`config.mk`:
```
export PLATFORM = sky130hd
export DESIGN_NAME = alu_exec_unit
export DESIGN_NICKNAME = d
export VERILOG_FILES = /design/src/rtl/alu_pkg.sv /design/src/rtl/alu_core.sv /design/src/rtl/alu_exec_unit.sv
export SDC_FILE = /design/constraint.sdc
export NUM_CORES = 1
export LEC_CHECK = 0
export ABC_CLOCK_PERIOD_IN_PS = 9500
export CORE_UTILIZATION = 50
export DETAILED_ROUTE_END_ITERATION = 6
export PLACE_DENSITY = 0.75
export SYNTH_ARGS = -nofsm -noshare
export SYNTH_HDL_FRONTEND = slang
export SYNTH_HIERARCHICAL = 1
export SYNTH_SLANG_ARGS = --single-unit
```
`constraint.sdc`:
```
create_clock -name clk -period 9.5 [get_ports clk]
set_input_delay 0.95 -clock clk [delete_from_list [all_inputs] [get_ports clk]]
set_output_delay 0.95 -clock clk [all_outputs]
set_load 0.01 [all_outputs]
```
`src/rtl/alu_pkg.sv`:
```
// Shared ALU definitions: opcode encodings and the per-op result bundle.
// The ALU control decoder uses the same package.
package alu_pkg;
    localparam int ALU_N = 64;

    localparam logic [3:0] ALU_AND   = 4'b0000;
    localparam logic [3:0] ALU_OR    = 4'b0001;
    localparam logic [3:0] ALU_ADD   = 4'b0010;
    localparam logic [3:0] ALU_SUB   = 4'b0110;
    localparam logic [3:0] ALU_SUBNE = 4'b0111;

    typedef struct packed {
        logic [ALU_N-1:0] result;
        logic             zero;
        logic             branch_taken;
        logic             illegal;
    } alu_res_t;
endpackage

```
`src/rtl/alu_core.sv`:
```
// Combinational ALU: decodes alucontrol and produces result and flags.
module alu_core
    import alu_pkg::*;
#(
    parameter int N = ALU_N
) (
    input  logic [3:0]   alucontrol,
    input  logic [N-1:0] a,
    input  logic [N-1:0] b,
    output alu_res_t     res
);
    logic [N-1:0] r;
    logic         bad;

    always_comb begin
        r   = '0;
        bad = 1'b0;
        case (alucontrol)
            ALU_ADD:            r = a + b;
            ALU_SUB, ALU_SUBNE: r = a - b;
            ALU_AND:            r = a & b;
            ALU_OR:             r = a | b;
            default:            bad = 1'b1;
        endcase
    end

    always_comb begin
        res              = '0;
        res.result       = ALU_N'(r);
        res.zero         = (r == '0);
        res.illegal      = bad;
        // beq takes on equal operands, bne on unequal; illegal ops never branch
        res.branch_taken = ((alucontrol == ALU_SUB) && (r == '0)) ||
                           ((alucontrol == ALU_SUBNE) && (r != '0));
    end
endmodule

```
`src/rtl/alu_exec_unit.sv`:
```
// Execute-stage ALU with a 2-entry in-order skid buffer toward writeback
// and a saturating illegal-op counter.
module alu_exec_unit
    import alu_pkg::*;
#(
    parameter int N     = 64,
    parameter int CNT_W = 8
) (
    input  logic             clk,
    input  logic             reset,
    input  logic             in_valid,
    output logic             in_ready,
    input  logic [3:0]       alucontrol,
    input  logic [N-1:0]     a,
    input  logic [N-1:0]     b,
    output logic             out_valid,
    input  logic             out_ready,
    output logic [N-1:0]     result,
    output logic             zero,
    output logic             branch_taken,
    output logic             illegal,
    output logic [CNT_W-1:0] illegal_count
);
    typedef enum logic [1:0] {EMPTY, ONE, TWO} occ_t;

    occ_t     state;
    alu_res_t head, tail, res_new;
    logic     accept, pop;

    alu_core #(.N(N)) u_core (
        .alucontrol (alucontrol),
        .a          (a),
        .b          (b),
        .res        (res_new)
    );

    // ready is a function of occupancy only; forced high while reset is held
    assign in_ready  = ~reset | (state != TWO);
    assign out_valid = (state != EMPTY);
    assign accept    = in_valid & in_ready;
    assign pop       = out_valid & out_ready;

    assign result       = out_valid ? head.result[N-1:0] : '0;
    assign zero         = out_valid & head.zero;
    assign branch_taken = out_valid & head.branch_taken;
    assign illegal      = out_valid & head.illegal;

    always_ff @(posedge clk) begin
        if (!reset) begin
            state         <= EMPTY;
            head          <= '0;
            tail          <= '0;
            illegal_count <= '0;
        end else begin
            case (state)
                EMPTY: if (accept) begin
                    head  <= res_new;
                    state <= ONE;
                end
                ONE: case ({accept, pop})
                    2'b11: head <= res_new;
                    2'b10: begin
                        tail  <= res_new;
                        state <= TWO;
                    end
                    2'b01: state <= EMPTY;
                    default: ;
                endcase
                TWO: if (pop) begin
                    head  <= tail;
                    state <= ONE;
                end
                default: state <= EMPTY;
            endcase
            if (accept && res_new.illegal && (illegal_count != '1))
                illegal_count <= illegal_count + CNT_W'(1);
        end
    end
endmodule
```
After elaboration in Yosys (flattened, before gate mapping):

Cells that the tools add are included.

* word-level logic and storage cells: 64
* input bits: 136
* output and inout bits: 77
* bits in registers: 144

* add/sub/neg operators: 3
* reduce and logical (&&, ||, !) cells: 16
* mux-type cells: 11
* eq/ne operators: 15
* bitwise operators: 9

Operators with widths (number)
* $pmux W64 S4: 1
* $mux W67: 3
* $pmux W67 S3: 1
* $add A64 B64 Y64: 1
* $and A64 B64 Y64: 1
* $logic_not A64 Y1: 1
* $mux W64: 1
* $or A64 B64 Y64: 1
* $reduce_bool A64 Y1: 1
* $sub A64 B64 Y64: 1
* $add A8 B1 Y8 const B: 1
* $eq A4 B3 Y1 const B: 2
* $ne A8 B8 Y1 const B: 1
* $eq A2 B2 Y1 const B: 3
* $ne A2 B2 Y1 const B: 3
* $pmux W2 S3: 1
* $and A1 B1 Y1: 5
* $reduce_or A5 Y1: 1
* $eq A2 B1 Y1 const B: 2
* $eq A4 B1 Y1 const B: 1
* $eq A4 B2 Y1 const B: 1
* $logic_and A1 B1 Y1: 4
* $logic_not A4 Y1: 1
* $mux W2: 2
* other kinds (14): 14

Longest topological paths before layout:

Gate-level depths: netlist (run 1).

* depth after elaboration: 8
* mapped depth: 26

Hierarchy:

Netlist (run 1), hierarchy kept.

Modules (own cells, without submodules)
* alu_core: times used 1, area an instance 7743.7 um^2, sequential area each 0.0 um^2, cells each 1202
* alu_exec_unit: times used 1, area an instance 6190.9 um^2, sequential area each 2882.8 um^2, cells each 725

Worst setup path after synthesis (run 1):

Ideal clock, no wire load.

* path kind: input port to flip-flop
* from: in b[2]
* to: reg head[1] in the netlist's numbering
* setup slack: 3049 ps
* path buffers: 3
* data arrival time: 6365 ps
* required time: 9414 ps
* library setup time: 86 ps
* stages on the path: 26
* cell sequence: buf_2 or4_1 or4_1 buf_2 nor4_2 nand3_1 inv_1 nand3_1 o31a_1 xnor2_1 ha_1 clkbuf_1 a21o_1 a21o_1 a21o_1 a21o_1 a21o_1 a221o_1 a31oi_1 mux2i_1 nand3_1 nor4b_2 and4_4 mux2i_1 mux2i_1 a211oi_1

RTL lines
* start, declared: RTL line alu_exec_unit.sv:15 `input logic [N-1:0] b,`
* end signal, assigned: RTL line alu_exec_unit.sv:57 `head <= res_new;`
* end signal, assigned: RTL line alu_exec_unit.sv:61 `2'b11: head <= res_new;`
* end signal, assigned: RTL line alu_exec_unit.sv:70 `head <= tail;`
* end, declared: RTL line alu_exec_unit.sv:27 `alu_res_t head, tail, res_new;`

==> results.ini, run 1 <==
[floorplan]
die_w_microns = 168.9
coreArea_sq_um = 27180
io_pins = 213
start_util_pct = 51.28
dieArea_sq_um = 28540
die_y_microns = 168.9
row_count = 60

[clock_network]
postCtsResizedCells = 0
cts-root-buf = clkbuf_16
tritoncts = built
cts_made_buffers = 17
post_cts_buffers = 0
htreeDepth = 4
path_clk_slew_ns = 0.06
clk_path_buf_depth = 2
clock-sinks = 144
cts_hold_buffers = 0
clock_latency_ns = 0.41

[synthesis]
seq_area_frac_synth_pct = 20.69
syn_area_sq_um = 13930
async_flop_share_pct = 0
syn-instance-count = 1927
syn_area_per_cell_sq_um = 7.231
yosysUniqueCellTypes = 93
synth_fa_ha_area_share_pct = 10.33
synth_edf_count = 0
ys_warn_count = 6
synthSimpleGateAreaFrac_pct = 25.83
yosys_most_used_dff = dfxtp_1
synth_top_area_share_pct = 20.69
yosys.area_share.xor_xnor_pct = 7.031
synth_area_leader_cell = dfxtp_1
ys_ff_latch = 144
syn-num-nets = 2131
synth_top_family_by_area = simple AND/OR/NAND/NOR gates
synth-compound-area-share_pct = 25.31
synth.area.mux_share_pct = 5.316
synth_area_leaders = dfxtp_1, nand2_1, a21oi_1

[route]
drtIter0Drc = 1704
drt_pre_antenna_iters = 7
viasPerCell = 6.318
postRouteAntennaNets = 0
drc = 0
routed_wl_microns = 54750
num_vias = 15280
wl_per_cell_microns = 22.63

[worst_setup_path]
critPathMaxFanout = 7
reg2reg_depth = 5
cp.required_ns = 9.82
start_kind = primary input
cp-end-kind = register
crit_arrival_ns = 8.32
worstSetupPathType = primary input to register
timing.rr.end = head[41]$_SDFFE_PN0P_
reg2reg_setup_slack_ns = 6.83
rr_startpoint = state[1]$_SDFFE_PN0P_

[power]
powerDensity_nw_per_um2 = 135.6
intPower_mw = 1.385
leakagePower_nw = 6.317
p_clk_share_pct = 30.5
sw_frac_of_total_pct = 38.41
seqPwrFrac_pct = 29.0
p_switching_mw = 0.8633
combPwrFrac_pct = 40.5
peakVddDrop_mv = 0.09086

[global_routing]
grt_pass1_wl_microns = 82230
overflow = 0
grt_pass1_vias = 13990
grt_start_max_net_pins = 102
antenna_found_initial = 4
grt_util_all_layers_pct = 37.49

[place]
port_buffers = 212
dp_cells = 2386
pre_cts_slack_ns = 1.307
dp_hpwl_microns = 43180
place_congestion = 1.112
dpl_cell_area_sq_um = 15970

[timing]
skew_ns = 0.006093
fin_setup_tns_ns = 0
drv_slew = 0
worst_pin_slew_ns = 1.231
fmax_mhz = 125.1
fin_crit_ns = 7.993
max_slew_margin_pct = 17.74
period_share_pct = 84.14
setup_viol = 0
fin_ws_ns = 1.507
final_hold_viol_count = 0
grt_setup_unrepaired = false

[hold_path]
worstHoldStart = tail[27]$_SDFFE_PN0P_
whs_path_depth = 2
hp-class = register to register
min_to = tail[27]$_SDFFE_PN0P_

[finish]
final_cell_mix = nand2_1, clkdlybuf4s50_1, a21oi_1
register_area_sq_um = 2883
final_cells = 2419
drive_gt1_share_pct = 4.254
postLayoutCellArea_sq_um = 16580
multiInputGateArea_sq_um = 10310
fill_cells = 2546
layout_commonest_cell = nand2_1
nets = 2237
area.growth.synth_to_final_pct = 18.96

[flow_run]
drv_cap = 0

[outcome]
status = complete, no violations

-- layout make-up --
cell class | count | share of cell area [%]
clock buffer | 17 | 2.566
inverter | 22 | 0.5132
clock inverter | 14 | 1.094
antenna | 2 | 0.03019
timing repair buffer | 226 | 13.40
sequential | 144 | 17.39
tap | 372 | 2.808
multi-input combinational | 1622 | 62.19
-- sequential cells by signal, indices dropped and copies added (netlist names) --
signal         cells
state              2
tail              67
head              67
illegal_count      8
-- cell families (layout without fill, tap and decap cells) --
family | after synthesis | in the layout
simple gates | 758 | 758
other cells | 0 | 2
flops | 144 | 144
mux | 74 | 74
compound gates | 553 | 553
xor+xnor | 111 | 111
fa+ha+maj | 126 | 126
buf+inv | 161 | 279
-- critical path, cell delays in order --
cell and delay (ns):
clkdlybuf4s50_1 0.51, or4_1 0.65, or4_1 0.72, or4_1 0.51, o41ai_1 0.34, xor2_1 0.14
ha_1 0.45, a21oi_1 0.13, o21ai_0 0.27, a21o_1 0.14, nor3_1 0.07, a2111oi_1 1.12
a21oi_1 0.32, and3_1 0.27, mux2i_1 0.13, o21ai_0 0.28, nor4b_1 0.44, and4_4 0.31
mux2i_1 0.24, mux2i_1 0.11, a211oi_1 0.23
-- power groups by stage --
stage               registers [mW]  logic, mW  clock network [mW]
CTS                          0.651      0.879               0.691
detailed placement           0.665      0.874                   0
floorplan                    0.660      0.565                   0
global route                 0.655      0.968               0.717
finish                       0.651      0.910               0.686
global placement             0.663      0.875                   0
-- metal layers --
| layer | part of all wire [%] | track usage [%] | vias up |
|---|---|---|---|
| met4 | 4.4 | 16.36 | 2 |
| met2 | 43 | 56.49 | 843 |
| met1 | 43 | 52.02 | 7105 |
| met5 | 0.024 | 0 | - |
| met3 | 9.4 | 6.734 | 146 |
| li1 | - | - | 7188 |
-- Yosys cell counts, drive strengths merged, types with 4 or more instances --
library cell	number
a21boi	5
a221o	4
nand4	41
nand2	305
a22o	8
nor2b	7
and4	4
and3	9
mux2i	74
nor4	24
nand3b	4
o21a	19
maj3	58
or4	16
clkbuf	88
o41ai	9
nor3	35
xnor2	41
o31ai	30
a221oi	8
ha	67
or3	15
a211oi	79
dfxtp	144
o21ai	128
inv	22
nand2b	8
o211ai	13
nand3	25
a21oi	177
and2	75
or2	11
o21bai	4
a31oi	10
a21o	20
buf	51
xor2	70
nor2	173
-- worst max-delay path by stage --
stage,to,slack (ns),cells after the start,from
after floorplan,head[1]$_SDFFE_PN0P_,3.05,26,b[2]
after global placement,head[1]$_SDFFE_PN0P_,1.36,24,b[4]
after detailed placement,head[1]$_SDFFE_PN0P_,1.31,21,b[4]
after CTS,head[1]$_SDFFE_PN0P_,1.71,21,b[4]
after global routing,head[1]$_SDFFE_PN0P_,1.23,23,b[4]
final,head[1]$_SDFFE_PN0P_,1.51,21,b[4]
-- per-stage QoR --
| stage | util [%] | power, mW | hold slack (ns) |
|---|---|---|---|
| after floorplan | - | 1.225 | 0.4357 |
| after global placement | 58.75 | 1.537 | 0.4402 |
| after detailed placement | 58.75 | 1.539 | 0.4456 |
| after CTS | 60.98 | 2.221 | 0.4538 |
| after global routing | 60.99 | 2.341 | 0.4689 |
| final | 61.00 | 2.248 | 0.4523 |
No activity file was read; power rests on OpenSTA's default activity.
==> run 2, diff against run 1 <==
--- a/config.mk
+++ b/config.mk
@@ -5,10 +5,10 @@
 export SDC_FILE = /design/constraint.sdc
 export NUM_CORES = 1
 export LEC_CHECK = 0
-export ABC_CLOCK_PERIOD_IN_PS = 9500
+export ABC_CLOCK_PERIOD_IN_PS = 6750
 export CORE_UTILIZATION = 50
 export DETAILED_ROUTE_END_ITERATION = 6
-export PLACE_DENSITY = 0.75
+export PLACE_DENSITY = 0.78
 export SYNTH_ARGS = -nofsm -noshare
 export SYNTH_HDL_FRONTEND = slang
 export SYNTH_HIERARCHICAL = 1
==> constraint.sdc (replaced) <==
create_clock -name clk -period 6.75 [get_ports clk]
set_input_delay 0.675 -clock clk [delete_from_list [all_inputs] [get_ports clk]]
set_output_delay 0.675 -clock clk [all_outputs]
set_load 0.01 [all_outputs]
==> run 2 against run 1 <==
- worst hold slack improved by 0.0025 ns
- total power rose by 58%
- setup slack worse by 1.3 ns
- critical path depth increased by 1
- non-clock buffer count rose by 326
- sequential cell count did not move
- design area rose by 16%
- first-iteration DRC count is 19% higher
- die area did not move
- highest routed layer is now met4
==> results.ini, run 2 (same netlist as run 1, synthesis figures left out) <==
[outcome]
status = complete, no violations

[floorplan]
die_w_microns = 168.9  ; unchanged
coreArea_sq_um = 27180  ; unchanged
dieArea_sq_um = 28540  ; unchanged
start_util_pct = 51.28  ; unchanged
row_count = 60  ; unchanged
die_y_microns = 168.9  ; unchanged
io_pins = 213  ; unchanged

[place]
dp_cells = 2710  ; +14%
dpl_cell_area_sq_um = 18400  ; +15%
dp_hpwl_microns = 46330  ; +7.3%
place_congestion = 1.048  ; -5.8%
port_buffers = 212  ; unchanged

[timing]
fmax_mhz = 152.6
period_share_pct = 97.07
fin_crit_ns = 6.552
skew_ns = 0.01493  ; +0.008832 ns
setup_viol = 0  ; unchanged
drv_slew = 0  ; unchanged
worst_pin_slew_ns = 1.189  ; -0.04202 ns
final_hold_viol_count = 0  ; unchanged
fin_setup_tns_ns = 0  ; unchanged
max_slew_margin_pct = 20.75  ; +3.0 points

[worst_setup_path]
cp.required_ns = 7.12  ; -2.70 ns
start_kind = primary input
crit_chain = clkdlybuf4s50_1 > or4_1 > or4_4 > or4_1 > o41ai_2 > xor2_1 > ha_1 > buf_4 > nand2_1 > o21ai_1 > o21bai_1 > a211o_1 > a32oi_1 > o311ai_1 > or4_1 > or3_1 > nor4_2 > nor4b_4 > and4_4 > mux2i_1 > mux2i_1 > a211oi_1
cp-end-kind = register
crit_arrival_ns = 6.93  ; -1.39 ns
rr_startpoint = state[1]$_SDFFE_PN0P_
max_stage_delay_ns = 0.61  ; -0.51 ns
critPathMaxFanout = 5  ; -2
crit_path_frequent_cell = or4_1
worstSetupPathType = primary input to register
cpLargestDelayFamily = simple AND/OR/NAND/NOR gates
slowest_stage = or4_4
critPathLaunch = b[4]
critPathBufInv = 2  ; +1

[clock_network]
cts_made_buffers = 25  ; +8
cts-root-buf = clkbuf_16
htreeDepth = 4  ; unchanged
clk_path_buf_depth = 3  ; +1
path_clk_slew_ns = 0.05  ; about the same
tritoncts = built
clock_latency_ns = 0.47  ; +0.06 ns
cts_hold_buffers = 0  ; unchanged
clock-sinks = 144  ; unchanged

[global_routing]
grt_pass1_vias = 16040  ; +15%
grt_pass1_wl_microns = 89420  ; +8.7%
grt_util_all_layers_pct = 40.35  ; +2.9 points
overflow = 0  ; unchanged
grt_start_max_net_pins = 84  ; -18%
antenna_found_initial = 0  ; -4

[route]
drc = 0  ; unchanged
viasPerCell = 6.185  ; -2.1%
num_vias = 16970  ; +11%
wl_per_cell_microns = 21.52  ; -4.9%
routed_wl_microns = 59060  ; +7.9%
postRouteAntennaNets = 0  ; unchanged
drtIter0Drc = 2030  ; +19%
drt_pre_antenna_iters = 6  ; -1

[finish]
area.growth.synth_to_final_pct = 38.35
fill_cells = 2174  ; -15%
drive_gt1_share_pct = 18.93  ; +15 points
nets = 2571  ; +15%
top_regs = head (67), tail (67), illegal_count (8)
final_util_pct = 70.94  ; +9.9 points
final_cell_mix = buf_4, nand2_1, clkdlybuf4s50_1
layout_commonest_cell = buf_4
postLayoutCellArea_sq_um = 19280  ; +16%
final_cells = 2744  ; +13%
antenna_cells = 0  ; -2

[hold_path]
hp-class = register to register
worstHoldStart = tail[37]$_SDFFE_PN0P_

[power]
power_mw = 3.557  ; +58%
powerDensity_nw_per_um2 = 184.5  ; +36%
leakagePower_nw = 8.009  ; +27%
peakVddDrop_mv = 0.1248  ; +37%

[flow_run]
drv_cap = 0  ; unchanged

run 2: cell count changes in the layout (fill, tap and decap cells not counted), sizes merged:
cell / previous run / this run
bufinv: 3 / 0
clkinv: 3 / 6
buf: 15 / 341
clkinvlp: 4 / 0
inv: 26 / 22
diode: 2 / 0
clkbuf: 17 / 26
run 2: layout make-up:
class                   instances  area [sq um]  share of cell area, %
well taps                     372         465.4                  2.414
inverters                      22         85.08                 0.4413
flip-flops and latches        144          2883                  14.95
repair buffers                552          4669                  24.22
multi-input cells            1622         10510                  54.50
clock buffers                  26         639.4                  3.316
clock inverters                 6         30.03                 0.1558
run 2: metrics by stage:
| stage | hold WS (ns) | worst slack, ns |
|---|---|---|
| 2_1_floorplan | 0.4357 | 0.5743 |
| 3_3_place_gp | 0.4403 | -0.2480 |
| 3_5_place_dp | 0.4460 | -0.4528 |
| 4_1_cts | 0.4541 | 0.007558 |
| 5_1_grt | 0.4700 | -0.01042 |
| 6_report | 0.4548 | 0.1975 |
run 2: worst min-delay path, delay by kind of cell (launching register included):
family | cells | cell delay (ns)
compound gates | 1 | 0.05
flops | 1 | 0.30
simple gates | 1 | 0.05
run 2: path summary, 6_finish.rpt:
kind	depth (start not counted)	to	slack, ns
setup / recovery	22	head[1]$_SDFFE_PN0P_	0.20
hold / removal	2	tail[37]$_SDFFE_PN0P_	0.45
setup reg to reg	6	head[40]$_SDFFE_PN0P_	4.26
hold reg to reg	2	tail[37]$_SDFFE_PN0P_	0.45
run 2: what timing repair did:
item / in CTS / in global routing
setup buffers: 0 / 2
gates resized for setup: 0 / 51
endpoints found under the setup margin: 0 / 4
run 2: routing by layer:
layer | wire length (microns) | vias up | global-route usage, %
met4 | 2453 | 0 | 16.72
met5 | 0 | - | 0
met2 | 26250 | 958 | 64.32
met1 | 24750 | 8023 | 54.16
li1 | - | 7843 | -
met3 | 5603 | 149 | 6.126
run 2: report_power, final:
| part | switching [mW] | leakage [nW] | total, mW | internal, mW |
|---|---|---|---|---|
| logic | 0.891 | 6.50 | 1.60 | 0.706 |
| registers | 0.0245 | 1.17 | 0.920 | 0.896 |
| clock network | 0.372 | 0.339 | 1.04 | 0.668 |
==> run 3, diff against run 2 <==
--- a/config.mk
+++ b/config.mk
@@ -11,5 +11,4 @@
 export PLACE_DENSITY = 0.78
 export SYNTH_ARGS = -nofsm -noshare
 export SYNTH_HDL_FRONTEND = slang
-export SYNTH_HIERARCHICAL = 1
 export SYNTH_SLANG_ARGS = --single-unit
==> run 3 against run 2 <==
- the flow now finishes with violations (DRC)
- non-clock buffer count is 190 lower
- register-to-register slack worse by 1.2 ns
- combinational power is 13% lower
- sequential power is 3.0% higher
==> results.ini, run 3 <==
[flow_run]
drv_cap = 0  ; unchanged

[floorplan]
coreArea_sq_um = 26950  ; -0.83%
die_w_microns = 167.5  ; -0.83%
row_count = 60  ; unchanged
io_pins = 213  ; unchanged
die_y_microns = 167.5  ; -0.83%
start_util_pct = 50.84  ; -0.44 points
dieArea_sq_um = 28070  ; -1.7%

[synthesis]
synthMostInstantiatedCell = nor2_1
async_flop_share_pct = 0  ; unchanged
synth_area_leader_cell = dfxtp_1
syn-num-nets = 2139  ; +0.38%
synth_top_area_share_pct = 21.04  ; +0.35 points
syn_area_per_cell_sq_um = 7.091  ; -1.9%
synth_area_leaders = dfxtp_1, nor2_1, a21oi_1
yosys_most_used_dff = dfxtp_1
syn-instance-count = 1932  ; +0.26%
synth_edf_count = 0  ; unchanged
yosysUniqueCellTypes = 95  ; +2.2%
ys_ff_latch = 144  ; unchanged
syn_area_sq_um = 13700  ; -1.7%
ys_warn_count = 0  ; -6
seq_area_frac_synth_pct = 21.04  ; +0.35 points
synth.top_cells.by_count = nor2_1, a21oi_1, dfxtp_1

[timing]
worst_pin_slew_ns = 1.156  ; -0.03298 ns
holdWs_ns = 0.4565  ; +0.001742 ns
final_hold_viol_count = 0  ; unchanged
drv_slew = 0  ; unchanged
fmax_mhz = 152.2  ; -0.27%
fin_crit_ns = 6.570  ; +0.01776 ns
fin_ws_ns = 0.1798  ; -0.01776 ns
period_share_pct = 97.34  ; +0.26 points
skew_ns = 0.006597  ; -0.008328 ns
setup_viol = 0  ; unchanged
max_slew_margin_pct = 22.95  ; +2.2 points

[place]
dp_hpwl_microns = 40020  ; -14%
pre_cts_slack_ns = -0.1618  ; +0.2910 ns
place_congestion = 1.014  ; -3.2%
port_buffers = 212  ; unchanged

[hold_path]
worstHoldStart = head[0]$_SDFFE_PN0P_
min_to = head[0]$_SDFFE_PN0P_
whs_path_depth = 2  ; unchanged
hp-class = register to register

[clock_network]
cts_hold_buffers = 0  ; unchanged
tritoncts = built
clock_latency_ns = 0.42  ; -0.05 ns
clk_path_buf_depth = 2  ; -1
htreeDepth = 4  ; unchanged
cts_made_buffers = 17  ; -32%
post_cts_buffers = 0  ; unchanged
path_clk_slew_ns = 0.06  ; about the same
cts-root-buf = clkbuf_16
clock-sinks = 144  ; unchanged
postCtsResizedCells = 0  ; unchanged

[worst_setup_path]
cpLargestDelayFamily = simple AND/OR/NAND/NOR gates
reg2reg_setup_slack_ns = 3.06  ; -1.20 ns
timing.rr.end = head[17]$_SDFFE_PN0P_
rr_startpoint = state[1]$_SDFFE_PN0P_
cp-end-kind = register
cp.depth = 27  ; +23%
cp.required_ns = 7.00  ; -0.12 ns
crit_arrival_ns = 6.82  ; -0.11 ns
reg2reg_depth = 10  ; +4
slowest_stage = clkdlybuf4s50_1
max_stage_delay_ns = 0.50  ; -0.11 ns
start_kind = primary input
worstSetupPathType = primary input to register
critPathBufInv = 5  ; +3
critPathMaxFanout = 7  ; +2

[finish]
layout_commonest_cell = nor2_1
drive_gt1_share_pct = 11.09  ; -7.8 points
area.growth.synth_to_final_pct = 27.76
nets = 2369  ; -7.9%
top_regs = head (67), tail (67), illegal_count (8)
final_util_pct = 64.95  ; -6.0 points
fill_cells = 2373  ; +9.2%
antenna_cells = 0  ; unchanged
final_cell_mix = nor2_1, clkdlybuf4s50_1, a21oi_1

[global_routing]
overflow = 0  ; unchanged
grt_util_all_layers_pct = 36.08  ; -4.3 points
grt_pass1_wl_microns = 80560  ; -9.9%
grt_start_max_net_pins = 121  ; +44%
antenna_found_initial = 0  ; unchanged
grt_pass1_vias = 14670  ; -8.5%

[route]
wl_per_cell_microns = 20.61  ; -4.2%
drc = 3  ; +3
routed_wl_microns = 51830  ; -12%
drt_pre_antenna_iters = 7  ; +1
highest-signal-layer = met4
postRouteAntennaNets = 0  ; unchanged
met3_length_microns = 4388  ; -22%
viasPerCell = 6.361  ; +2.8%
wl_met1_microns = 23320  ; -5.8%
met2_length_microns = 22590  ; -14%
num_vias = 16000  ; -5.8%
drtIter0Drc = 1848  ; -9.0%

[outcome]
status = finished with violations
violations = DRC

[power]
power_mw = 3.344  ; -6.0%
powerDensity_nw_per_um2 = 191.0  ; +3.5%
leakagePower_nw = 6.644  ; -17%
peakVddDrop_mv = 0.1326  ; +6.2%

-- run 3: cell count changes after synthesis, sizes merged, moves of 16 or more --
cell	delta
nand2	-166
nor2	+117
mux2i	-67
a211oi	+32
a21oi	+27
clkbuf	+27
a22oi	+22
xor2	-16
-- run 3: cell families (layout without fill, tap and decap cells) --
group / Yosys count / in the layout / synth area share [%]
flip-flops: 144 / 144 / 21.04
AND/OR/NAND/NOR: 749 / 749 / 26.51
buffers and inverters: 188 / 430 / 5.452
adder cells (fa/ha/maj): 117 / 117 / 9.900
XOR/XNOR: 105 / 105 / 6.767
multiplexers: 9 / 9 / 0.6758
AO/OA/AOI/OAI: 620 / 620 / 29.65
-- run 3: power breakdown --
part / internal [mW] / switching (mW) / leakage, nW
logic: 0.566 / 0.831 / 5.18
registers: 0.913 / 0.0352 / 1.17
clock network: 0.629 / 0.370 / 0.296
-- run 3: per-layer routing --
metal	global-route usage (%)	vias to the layer above
met5	0	-
met3	4.869	105
met1	50.88	7558
li1	-	7506
met2	56.56	828
met4	11.33	0
-- run 3: worst max-delay path by stage --
stage	start	slack (ns)	endpoint
5_1_grt	b[0]	-0.08	tail[1]$_SDFFE_PN0P_
6_report	b[0]	0.18	tail[1]$_SDFFE_PN0P_
4_1_cts	b[0]	0.26	tail[1]$_SDFFE_PN0P_
2_1_floorplan	b[5]	0.71	tail[1]$_SDFFE_PN0P_
3_5_place_dp	b[0]	-0.16	tail[1]$_SDFFE_PN0P_
3_3_place_gp	b[0]	-0.12	tail[1]$_SDFFE_PN0P_
-- run 3: final cells by class --
class	count	area, sq um	share of cell area (%)
Inverter	37	141.4	0.8077
Clock inverter	12	182.7	1.044
Clock buffer	19	442.9	2.530
Multi-Input combinational cell	1600	10180	58.18
Tap cell	341	426.7	2.437
Timing Repair Buffer	362	3243	18.53
Sequential cell	144	2883	16.47
-- run 3: tightest hold or removal path: cells and delay by family, from the launching register on --
kind / cells / cell delay (ns)
flip-flops: 1 / 0.31
AND/OR/NAND/NOR: 1 / 0.05
AO/OA/AOI/OAI: 1 / 0.05
-- run 3: metrics by stage --
step           area (sq um)  instances  setup TNS [ns]
2_1_floorplan         13700       1932               0
3_3_place_gp          16800       2484         -0.2858
3_5_place_dp          16800       2484         -0.4193
4_1_cts               17420       2515               0
5_1_grt               17500       2515         -0.1772
6_report              17500       2515               0
